`src/rtl/uart_bps_pkg.sv`:
```
// Purpose: shared divisor constants and rate-select encodings for the UART baud generator.
// Latency: n/a (constants only).
// Backpressure: n/a.
package uart_bps_pkg;

    // Divisors for a 50 MHz core: bit period is divisor+1 cycles.
    localparam int DIV_9600   = 5207;
    localparam int DIV_19200  = 2603;
    localparam int DIV_38400  = 1301;
    localparam int DIV_57600  = 867;
    localparam int DIV_115200 = 433;

    // Smallest custom divisor accepted. Keeps the half point strictly below
    // the end point so the mid-bit and end-of-bit strobes never coincide.
    localparam int MIN_DIV    = 15;

    // Divisor loaded by reset, so a frame started straight out of reset runs at 115200.
    localparam int RESET_DIV  = DIV_115200;

    // Encodings 5 and 6 are unassigned and fall back to 115200.
    typedef enum logic [2:0] {
        SEL_9600   = 3'd0,
        SEL_19200  = 3'd1,
        SEL_38400  = 3'd2,
        SEL_57600  = 3'd3,
        SEL_115200 = 3'd4,
        SEL_RSV5   = 3'd5,
        SEL_RSV6   = 3'd6,
        SEL_CUSTOM = 3'd7
    } bps_sel_e;

endpackage

```
`src/rtl/bps_div_lut.sv`:
```
// Purpose: maps rate select + custom divisor to the divisor actually used (custom value clamped up).
// Latency: combinational, zero cycles.
// Backpressure: none; output follows inputs.
module bps_div_lut
    import uart_bps_pkg::*;
#(
    parameter int CNT_W = 13
) (
    input  logic [2:0]       sel_i,
    input  logic [CNT_W-1:0] div_cfg_i,
    output logic [CNT_W-1:0] div_o
);

    localparam logic [CNT_W-1:0] MIN_DIV_W = CNT_W'(MIN_DIV);

    logic [CNT_W-1:0] custom_div;

    // Custom divisors below the minimum are raised to it rather than rejected.
    assign custom_div = (div_cfg_i < MIN_DIV_W) ? MIN_DIV_W : div_cfg_i;

    // Select the table divisor; reserved encodings map to 115200.
    always_comb begin
        div_o = CNT_W'(DIV_115200);
        case (bps_sel_e'(sel_i))
            SEL_9600:   div_o = CNT_W'(DIV_9600);
            SEL_19200:  div_o = CNT_W'(DIV_19200);
            SEL_38400:  div_o = CNT_W'(DIV_38400);
            SEL_57600:  div_o = CNT_W'(DIV_57600);
            SEL_115200: div_o = CNT_W'(DIV_115200);
            SEL_RSV5:   div_o = CNT_W'(DIV_115200);
            SEL_RSV6:   div_o = CNT_W'(DIV_115200);
            SEL_CUSTOM: div_o = custom_div;
            default:    div_o = CNT_W'(DIV_115200);
        endcase
    end

endmodule

```
`src/rtl/bps_gen_multi.sv`:
```
// Purpose: runtime-selectable UART bit timer: mid-bit strobe, end-of-bit strobe, bit index, frame-done.
// Latency: strobes registered, high the cycle after the edge where the count matches; busy lags bps_start by 1.
// Backpressure: none; bps_start is a level run request, dropping it aborts the frame on the next edge.
module bps_gen_multi
    import uart_bps_pkg::*;
#(
    parameter int CNT_W      = 13,
    parameter int FRAME_BITS = 10
) (
    input  logic             clk,
    input  logic             rst_n,
    input  logic             bps_start,
    input  logic [2:0]       bps_sel,
    input  logic [CNT_W-1:0] div_cfg,
    output logic             clk_bps,
    output logic             bit_end,
    output logic [3:0]       bit_idx,
    output logic             frame_done,
    output logic             busy
);

    localparam logic [3:0]       LAST_BIT  = 4'(FRAME_BITS - 1);
    localparam logic [CNT_W-1:0] RESET_DIV_W = CNT_W'(RESET_DIV);

    // Divisor chosen by the current select inputs (only used while idle).
    logic [CNT_W-1:0] div_sel;

    logic [CNT_W-1:0] div_q, div_d;
    logic [CNT_W-1:0] cnt_q, cnt_d;
    logic [CNT_W-1:0] half_div;
    logic [3:0]       bit_idx_q, bit_idx_d;
    logic             clk_bps_q, clk_bps_d;
    logic             bit_end_q, bit_end_d;
    logic             frame_done_q, frame_done_d;
    logic             busy_q;
    logic             at_half;
    logic             at_end;
    logic             last_bit;

    bps_div_lut #(
        .CNT_W     (CNT_W)
    ) u_div_lut (
        .sel_i     (bps_sel),
        .div_cfg_i (div_cfg),
        .div_o     (div_sel)
    );

    // Half point derived from the frozen divisor, so it cannot drift mid-frame.
    assign half_div = div_q >> 1;
    assign at_half  = (cnt_q == half_div);
    assign at_end   = (cnt_q == div_q);
    assign last_bit = (bit_idx_q == LAST_BIT);

    // Next state: idle reloads the divisor and parks the counters; run steps the bit timer.
    always_comb begin
        div_d        = div_q;
        cnt_d        = cnt_q;
        bit_idx_d    = bit_idx_q;
        clk_bps_d    = 1'b0;
        bit_end_d    = 1'b0;
        frame_done_d = 1'b0;

        if (!bps_start) begin
            // Idle or aborted frame: nothing strobes, next start begins a fresh bit 0.
            div_d     = div_sel;
            cnt_d     = '0;
            bit_idx_d = '0;
        end else begin
            cnt_d     = at_end ? '0 : cnt_q + 1'b1;
            clk_bps_d = at_half;
            bit_end_d = at_end;
            if (at_end) begin
                frame_done_d = last_bit;
                bit_idx_d    = last_bit ? 4'd0 : bit_idx_q + 4'd1;
            end
        end
    end

    // Timer state and registered outputs; reset drops everything at once.
    always_ff @(posedge clk or negedge rst_n) begin
        if (!rst_n) begin
            div_q        <= RESET_DIV_W;
            cnt_q        <= '0;
            bit_idx_q    <= '0;
            clk_bps_q    <= 1'b0;
            bit_end_q    <= 1'b0;
            frame_done_q <= 1'b0;
            busy_q       <= 1'b0;
        end else begin
            div_q        <= div_d;
            cnt_q        <= cnt_d;
            bit_idx_q    <= bit_idx_d;
            clk_bps_q    <= clk_bps_d;
            bit_end_q    <= bit_end_d;
            frame_done_q <= frame_done_d;
            busy_q       <= bps_start;
        end
    end

    assign clk_bps    = clk_bps_q;
    assign bit_end    = bit_end_q;
    assign bit_idx    = bit_idx_q;
    assign frame_done = frame_done_q;
    assign busy       = busy_q;

endmodule

```
`config.mk`:
```
export PLATFORM = sky130hd
export DESIGN_NAME = bps_gen_multi
export DESIGN_NICKNAME = d
export VERILOG_FILES = /design/src/rtl/uart_bps_pkg.sv /design/src/rtl/bps_div_lut.sv /design/src/rtl/bps_gen_multi.sv
export SDC_FILE = /design/constraint.sdc
export NUM_CORES = 1
export LEC_CHECK = 0
export ABC_CLOCK_PERIOD_IN_PS = 1830
export CAP_MARGIN = 20
export CORE_MARGIN = 8
export CORE_UTILIZATION = 40
export DETAILED_ROUTE_END_ITERATION = 8
export DONT_BUFFER_PORTS = 1
export MAX_ROUTING_LAYER = met4
export PLACE_DENSITY = 0.67
export SLEW_MARGIN = 20
export SYNTH_ARGS = -nofsm -noshare
export SYNTH_HDL_FRONTEND = slang
export SYNTH_SLANG_ARGS = --single-unit
export TNS_END_PERCENT = 30
```
`constraint.sdc`:
```
create_clock -name clk -period 1.83 [get_ports clk]
set_input_delay 0 -clock clk [delete_from_list [all_inputs] [get_ports clk]]
set_output_delay 0 -clock clk [all_outputs]
set_load 0.02 [all_outputs]
```
* Word-level counts from Yosys, hierarchy flattened *
Index checks and enable logic that the tools add are counted.

word-level totals
  word-level logic and storage cells = 34
  flip-flop bits (word level) = 34
  output and inout bits = 8
  bits of input ports = 19

operators by class
  $add $sub $neg = 2
  reduce and logical (&&, ||, !) cells = 2
  equal/unequal tests = 11
  $lt $le $gt $ge = 1
  mux-type cells = 11

operator list
  kind                                                                           number
  13-bit one-hot mux with 6 select lines                                         1
  13-bit 2-to-1 mux                                                              3
  13-bit by 1-bit adder with 13-bit output, second input constant                1
  13-bit by 12-bit == test with 1-bit output                                     1
  13-bit == test                                                                 1
  13-bit by 4-bit less-than comparator with 1-bit output, second input constant  1
  3-bit == test, second input constant                                           4
  4-bit 2-to-1 mux                                                               3
  3-bit by 2-bit == test with 1-bit output, second input constant                2
  4-bit by 1-bit adder with 4-bit output, second input constant                  1
  4-bit == test, second input constant                                           1
  1-bit 2-to-1 mux                                                               4
  3-bit by 1-bit == test with 1-bit output, second input constant                1
  3-bit zero test                                                                1
  3-bit OR reduction                                                             1
  2-bit by 1-bit != test with 1-bit output, second input constant                1

* Longest topological paths before layout *
Gate-level depths: netlist of the first run.

  word-level depth = 4
  gate-level depth with buffers = 7

* By module *
A second synthesis of the first run with hierarchy kept.

unflattened totals
  cells, all modules = 198
  area, all modules = 1970.6 µm²

modules (own cells, without submodules)
  module         area each (µm²)  instances  cells each
  bps_gen_multi  1742.9           1          159
  bps_div_lut    227.7            1          39

* Worst setup path after synthesis of the first run *
No wires, ideal clock.

  path kind = reg-to-reg
  start = register cnt_q[2]
  end = register bit_idx_q[3] (netlist: bit_idx[3])
  arrival time = 1.693 ns
  library setup time = 0.126 ns
  path slack = 0.011 ns
  cell stages (with the launch flop) = 7
  path buffers = 1
  period minus slack after synthesis = 1.819 ns
  cell sequence = dfrtp_1 > buf_6 > xor2_1 > nor4_1 > nand3_1 > o311a_1 > a221o_1

on the way
  longest elaborated chain between the ends = 2

RTL lines
  what                                                       line                 text
  start, declared                                            bps_gen_multi.sv:29  logic [CNT_W-1:0] cnt_q, cnt_d;
  start signal, assigned                                     bps_gen_multi.sv:91  cnt_q <= cnt_d;
  13-bit == test                                             bps_gen_multi.sv:51  assign at_end = (cnt_q == div_q);
  2-bit by 1-bit != test with 1-bit output (no source line)  -
  end signal, assigned                                       bps_gen_multi.sv:92  bit_idx_q <= bit_idx_d;
  end, declared                                              bps_gen_multi.sv:31  logic [3:0] bit_idx_q, bit_idx_d;

Every way passes these cells.
A chain may end at the register's enable or synchronous reset.

* Worst setup path in the final report of the first run *
  start = register div_q[0]
  end = register bit_idx_q[1] (netlist: bit_idx[1])

on the way
  longest elaborated chain between the ends = 2

RTL lines
  what                                                       line                 text
  start, declared                                            bps_gen_multi.sv:28  logic [CNT_W-1:0] div_q, div_d;
  start signal, assigned                                     bps_gen_multi.sv:90  div_q <= div_d;
  13-bit == test                                             bps_gen_multi.sv:51
  2-bit by 1-bit != test with 1-bit output (no source line)  -

Every way passes these cells.

==> metrics.md, run 1 <==
| Metric | Value |
|---|---|
| Vias in the first global route | approximately 1600 |
| Total half-perimeter wirelength after legalization and detailed placement | 3020 µm |
| TritonRoute pass-1 iters | 4 |
| Multiplexer fraction of the synthesized cell area | 0.530% |
| Max incr delay on CP | between 500 and 600 ps |
| Area share of the largest cell type after synthesis | 38.4% |
| Total of flip-flops plus latches after synthesis | 34 |
| Initial standard-cell utilization of the core | about two fifths |
| Total congestion overflow | 0 |
| Highest clock rate | 526 MHz |
| Crit path cell chain | xor2_1 -> nor4_2 -> nand4_2 -> or4_4 -> a21oi_2 |
| Power, Total | between 1.5 and 2 mW |
| Placer's final routability congestion estimate | roughly 0.85 |
| Sort of element at the end of the critical path | flip-flop |
| Overall fraction of global-route tracks in use | 13.5% |
| H-Tree Level Count | 2 |
| Run status | complete, but fails checks |
| Synth top cells by count | dfrtp_1, xnor2_1, nor2_1 |
| Slew margin rel. | ~80% |
| Count of clock tree sinks | 34 |
| Primary FF master, synth | dfrtp_1 |
| Number of buffers created by CTS | 5 |
| Wire length of the first global-routing pass | between 7000 and 8000 µm |
| Relative area change from synthesis to final layout | 30.0% |
| Total of max-cap violations | 0 |
| Residual DRC | 0 |
| Power density over the cells | approximately 730 nW/µm² |
| Total vias in the final route | about 1600 |
| Setup crit start kind | flip-flop |
| Vert. Die Dim | between 80 and 90 µm |
| Final slew viol count | 0 |
| Post-CTS clock slew at the launch and capture registers of the worst setup and hold paths | approximately 70 ps |
| Share of cells above drive strength 1 | between 15 and 20% |
| Main combinational cell family by area after synthesis | simple AND/OR/NAND/NOR gates |
| Cell area after technology mapping | between 1500 and 2000 µm² |
| Required time of the worst setup path | between 2000 and 2500 ps |
| CTS tree | yes |
| Cells after Synth | roughly 200 |
| Clock root buffer | clkbuf_8 |
| Sequential fraction of the synthesis area | a little under half |
| RSZ-0062 raised after global routing | true |
| Final Critical Period | 1900 ps |
| Type of the worst setup path | reg -> reg |
| Adder-cell share of the synthesized area | 1.99% |
| FFs w/ async S/R, synth | 100% |
| Final setup viols | 4 |
| Slew at the pin closest to its max-slew limit | a little over 300 ps |
| Input/output buffers | 0 |
| Die ar. | 7180 µm² |
| Distinct cell type count of the synthesized netlist | 36 |
| EDFF count, synth | 0 |
| Count of warnings emitted by yosys | 0 |
| Share of the clock period used by the worst path | 104% |
| Top-Level Pins | 27 |
| Maximum number of pins on one net before global-route repair | 35 |
| Biggest area consumer among synthesized cells | dfrtp_1 |
| Delay-heaviest family, CP | simple AND/OR/NAND/NOR gates |
| Die width | approximately 85 µm |
| Initial antenna violation count | 0 |
| Final hold vios | 0 |
| Standard cell core area | approximately 4600 µm² |
| Number of antenna diodes | 0 |
| Post-Synthesis Mean Instance Area | 9.35 µm² |
| Vias per inst | around 5.2 |
| Xor and xnor fraction of the mapped netlist area | between 15 and 20% |
| Cell with the most instances after synthesis | dfrtp_1 |
| Total Nets Final | between 200 and 300 |
| Initial DRC Count | between 70 and 80 |
| Crit-path max FO | 6 |
| Final setup slack of the worst path | -72.4 ps |
| Post-route antenna net violation count | 0 |
| Average detailed-routed wire length per instance | roughly 15 µm |
| Tightest Hold Check Type | in -> reg |
| Synth Area in Simple Gates | 20.8% |
| Static Leak | approximately 1.1 nW |
| Floorplan row count | 25 |
| Violations in the final reports | setup timing |
| CP max-delay cell | or4_4 |
| Share of the synthesized area in compound gates (AO/OA/AOI/OAI) | about a tenth |
| Setup TNS Final | -171 ps |
| Wire length after detailed routing | roughly 4400 µm |
| CP Buf/Inv Count | 0 |
| Core occupancy in the finished layout | between 50 and 60% |
| Post-synth net total | 224 |
| Biggest area contributors in the synthesized netlist | dfrtp_1, xnor2_1, dfstp_2 |
| Maximum resistive drop on vdd | 0.000370 V |
| Clk buf depth | 2 |
| Crit path DAT | between 2000 and 2500 ps |
| Worst-case clock skew | approximately 8.4 ps |
| Clock insertion delay at the later pin of the skew report | around 290 ps |
[state kept, by name, indices dropped and copies added, names as in the netlist]
name / flops
frame_done: 1
bit_idx: 4
cnt_q: 13
bit_end: 1
busy: 1
div_q: 13
clk_bps: 1
[what timing repair did]
action,4_1_cts,5_1_grt
hold buffers,21,0
endpoints found under the setup margin,3,12
pin swaps,3,5
gates resized for setup,0,9
buffers inserted,0,2
hold endpoints to repair,52,0
[cells in the final DEF (no fill, tap or decap), types with 2 or more instances in the layout]
cell	synthesis	layout
nand2_1	16	16
or4_4	0	2
buf_4	0	22
inv_1	9	9
nor3_1	8	6
a21oi_1	10	8
xnor2_1	22	22
nand3_1	4	4
a31oi_1	2	2
ha_1	3	3
clkbuf_8	0	6
o31ai_1	3	3
nor2_1	20	20
dfstp_2	5	5
nand2b_1	3	3
dfrtp_1	29	29
a21oi_2	0	2
nand4_1	4	4
xor2_1	14	14
o21ai_0	11	11
and3_1	10	9
dlygate4sd3_1	0	20
nor4_1	2	2
[routing by layer]
metal	vias to the layer above	wire, µm	track usage [%]
met3	7	283	4.68
met5	-	0	-
li1	773	-	-
met1	739	1990	15.6
met4	0	68	6.15
met2	44	2100	20.5
[report_power, final]
part,switching [mW],total [mW],internal [mW]
logic,0.112,0.254,0.141
clock network,0.266,0.710,0.444
registers,0.0340,0.825,0.791
total,0.412,1.79,1.38
[stage by stage]
stage          hold slack (ps)  cells  instance area, µm²  setup WS (ps)
2_1_floorplan             -296    202                1890           10.6
3_3_place_gp              -294    267                2070           11.8
3_5_place_dp              -294    267                2070          -32.2
4_1_cts                   5.90    296                2400          -15.1
5_1_grt                   14.6    298                2460           -169
6_report                  3.59    298                2460          -72.4
[cell type report]
class	instances	area, µm²
Sequential cell	34	857
Fill cell	427	2170
Clock inverter	1	30.0
Clock buffer	7	86.3
Timing Repair Buffer	44	397
Inverter	9	33.8
Tap cell	54	67.6
Multi-Input combinational cell	149	985
[kinds of logic after synthesis]
family,count (synthesis)
and+or+nand+nor,76
xor gates and xnor gates,36
DFF,34
AOI/OAI and AO/OA,33
buffers and inverters,19
adders and majority gates,3
muxes,1
[final timing paths]
| kind | from | endpoint | slack, ps | cells after the start |
|---|---|---|---|---|
| min reg2reg | cnt_q[0] | cnt_q[0] | 580 | 2 |
| max | div_q[0] | bit_idx[1] | -70 | 5 |
| max in group asynchronous | rst_n | div_q[8] | 1410 | 2 |
| min | bps_start | bit_end | 4 | 2 |
| max reg2reg | div_q[0] | bit_idx[1] | -70 | 5 |
| min in group asynchronous | rst_n | cnt_q[11] | 160 | 2 |
Note: power is estimated with default switching activity, not from simulation.
==> inputs of run 2 (changes only) <==
--- a/config.mk
+++ b/config.mk
@@ -5,14 +5,15 @@
 export SDC_FILE = /design/constraint.sdc
 export NUM_CORES = 1
 export LEC_CHECK = 0
-export ABC_CLOCK_PERIOD_IN_PS = 1830
+export ABC_CLOCK_PERIOD_IN_PS = 1850
 export CAP_MARGIN = 20
 export CORE_MARGIN = 8
 export CORE_UTILIZATION = 40
 export DETAILED_ROUTE_END_ITERATION = 8
 export DONT_BUFFER_PORTS = 1
+export GPL_TIMING_DRIVEN = 0
 export MAX_ROUTING_LAYER = met4
-export PLACE_DENSITY = 0.67
+export PLACE_DENSITY = 0.65
 export SLEW_MARGIN = 20
 export SYNTH_ARGS = -nofsm -noshare
 export SYNTH_HDL_FRONTEND = slang
==> constraint.sdc (replaced) <==
create_clock -name clk -period 1.85 [get_ports clk]
set_input_delay 0 -clock clk [delete_from_list [all_inputs] [get_ports clk]]
set_output_delay 0 -clock clk [all_outputs]
set_load 0.02 [all_outputs]
==> metrics.md, run 2 (synthesis results as in run 1) <==
| Metric | Value |
|---|---|
| Total cell area at the placement stage | around 2000 µm² |
| Clk buf depth | 2 |
| Floorplan row count | 25 |
| Fraction of power consumed by the clock network | approximately a third |
| Input/output buffers | 0 |
| Total Nets Final | around 250 |
| Tightest Hold Check Type | in -> reg |
| RSZ-0062 raised after global routing | true |
| Post-route antenna net violation count | 0 |
| Final slew viol count | 0 |
| Count of clock tree sinks | 34 |
| Clock insertion delay at the later pin of the skew report | roughly 290 ps |
| Average detailed-routed wire length per instance | between 15 and 20 µm |
| Fraction of power spent switching nets | 26.0% |
| Combinational fraction of design power | 13.7% |
| Sw Pwr | around 0.42 mW |
| Worst-case clock skew | roughly 7.0 ps |
| Number of buffers created by CTS | 5 |
| Total of max-cap violations | 0 |
| Power density over the cells | around 710 nW/µm² |
| Run status | complete, but fails checks |
| Initial DRC Count | 73 |
| Maximum resistive drop on vdd | 0.000377 V |
| Post-CTS clock slew at the launch and capture registers of the worst setup and hold paths | ~70 ps |
| Type of the worst setup path | reg -> reg |
| Crit path cell chain | xor2_1 -> nor4_2 -> nand3_2 -> or4_1 -> a21oi_1 |
| Max incr delay on CP | roughly 570 ps |
| Relative area change from synthesis to final layout | 20.1% |
| Vias per inst | around 5.3 |
| Maximum number of pins on one net before global-route repair | 35 |
| Delay-heaviest family, CP | simple AND/OR/NAND/NOR gates |
| Crit path DAT | around 2200 ps |
| Worst-case register-to-register setup slack | -100 ps |
| Commonest non-fill, non-tap cell in the layout | dfrtp_1 |
| Final hold vios | 0 |
| TritonRoute pass-1 iters | 5 |
| Share of cells above drive strength 1 | between 10% and 20% |
| Residual DRC | 0 |
| Share of the clock period used by the worst path | 105% |
| Violations in the final reports | setup timing |
| Clock root buffer | clkbuf_8 |
| Total half-perimeter wirelength after legalization and detailed placement | 2970 µm |
| Overall fraction of global-route tracks in use | approximately an eighth |
| WHS Path Cells | 3 |
| CTS tree | yes |
| Area of all placed cells without fillers | roughly 2300 µm² |
| Die ar. | slightly above 7000 µm² |
| Top library cells by usage in the layout, fill and taps aside | dfrtp_1, xnor2_1, nor2_1 |
| Final setup slack of the worst path | -97.8 ps |
| Crit-path max FO | 8 |
| Die width | about 85 µm |
| Required time of the worst setup path | between 2000 and 2500 ps |
| Count of cells along the worst register-to-register path | 5 |
| Wire length of the first global-routing pass | about 7500 µm |
| Slew margin rel. | between 60 and 70% |
| Highest clock rate | between 500 and 600 MHz |
| H-Tree Level Count | 2 |
| Placer's final routability congestion estimate | 0.838 |
| Static Leak | ~0.97 nW |
| Vias in the first global route | 1572 |
| Wire length after detailed routing | ~4200 µm |
| Minimum setup slack after placement | -254 ps |
| Sort of element at the end of the critical path | flip-flop |
| Initial standard-cell utilization of the core | 40.8% |
| Design internal power | ~1.2 mW |
| Startpoint of the worst register-to-register path | div_q[5] |
| Final Critical Period | slightly below 2000 ps |
| Part of the total power dissipated in sequential elements | 51.1% |
| Top-Level Pins | 27 |
| Final setup viols | 13 |
| Standard cell core area | roughly 4600 µm² |
| Hold Startpoint | bps_sel[2] |
| Slew at the pin closest to its max-slew limit | between 500 and 600 ps |
| Total congestion overflow | 0 |
| Total vias in the final route | between 1000 and 1500 |
| CP Buf/Inv Count | 0 |
| Reg-to-reg endpoint | bit_idx[0] |
| Number of antenna diodes | 0 |
| Vert. Die Dim | 84.7 µm |
| Worst-case hold path end point | div_q[6] |
| Initial antenna violation count | 0 |
| Setup crit start kind | flip-flop |
| CP max-delay cell | or4_1 |
## run 2: cell count changes in the layout (fill, tap and decap cells not counted), sizes merged
cell         before  now
buf              24   10
clkbuf            7   14
dlygate4sd3      20   11
bufinv            1    0
clkinv            0    1
## run 2: worst max-delay path by stage
stage | start | end | slack [ps] | depth (start not counted)
5_1_grt | div_q[4] | bit_idx[1] | -240 | 5
4_1_cts | div_q[0] | bit_idx[1] | -100 | 5
3_5_place_dp | cnt_q[2] | cnt_q[9] | -250 | 7
3_3_place_gp | cnt_q[2] | cnt_q[8] | -210 | 7
6_report | div_q[5] | bit_idx[0] | -100 | 5
2_1_floorplan | cnt_q[2] | bit_idx[3] | 30 | 6
## run 2: power groups by stage
stage               sequential, mW  clock [mW]  combinational [mW]
floorplan                    0.827           0               0.130
global placement             0.835           0               0.155
detailed placement           0.838           0               0.157
CTS                          0.821       0.574               0.219
global route                 0.825       0.609               0.247
finish                       0.820       0.567               0.220
## run 2: layout make-up
| class | count | area (µm²) |
|---|---|---|
| Multi-Input combinational cell | 149 | 982 |
| Sequential cell | 34 | 863 |
| Fill cell | 450 | 2360 |
| Tap cell | 54 | 67.6 |
| Clock buffer | 7 | 86.3 |
| Timing Repair Buffer | 19 | 183 |
| Buffer | 9 | 48.8 |
| Clock inverter | 1 | 5.00 |
| Inverter | 9 | 33.8 |
## run 2: worst min-delay path, stage by stage
cell and delay, ps:
nand2b_1 50, a31oi_1 80, o21ai_0 130
## run 2: timing repair
item / CTS / global route
hold buffers: 12 / 0
pin swaps: 9 / 3
endpoints found under the setup margin: 13 / 15
hold endpoints to repair: 43 / 0
buffers inserted: 6 / 1
gates resized for setup: 10 / 3
## run 2: stage by stage
stage               std cells  total power [mW]  util [%]  setup TNS, ps  hold WS (ps)
floorplan                 202             0.958         -              0          -296
global placement          256             0.990      42.3          -2510          -294
detailed placement        256             0.995      42.3          -2840          -294
CTS                       281              1.61      48.6           -178          7.42
global route              282              1.68      49.0          -2790          35.0
finish                    282              1.61      49.0           -493          11.1
## run 2: per-layer routing
metal  vias up  track usage, %  share of wire [%]  routed length (µm)
li1        740               -                  -                   -
met1       700            15.4                 45                1930
met2        44            21.2                 47                2000
met3         8            4.39                5.7                 242
met4         0            4.85                1.6                  70
met5         -               -                  0                   0
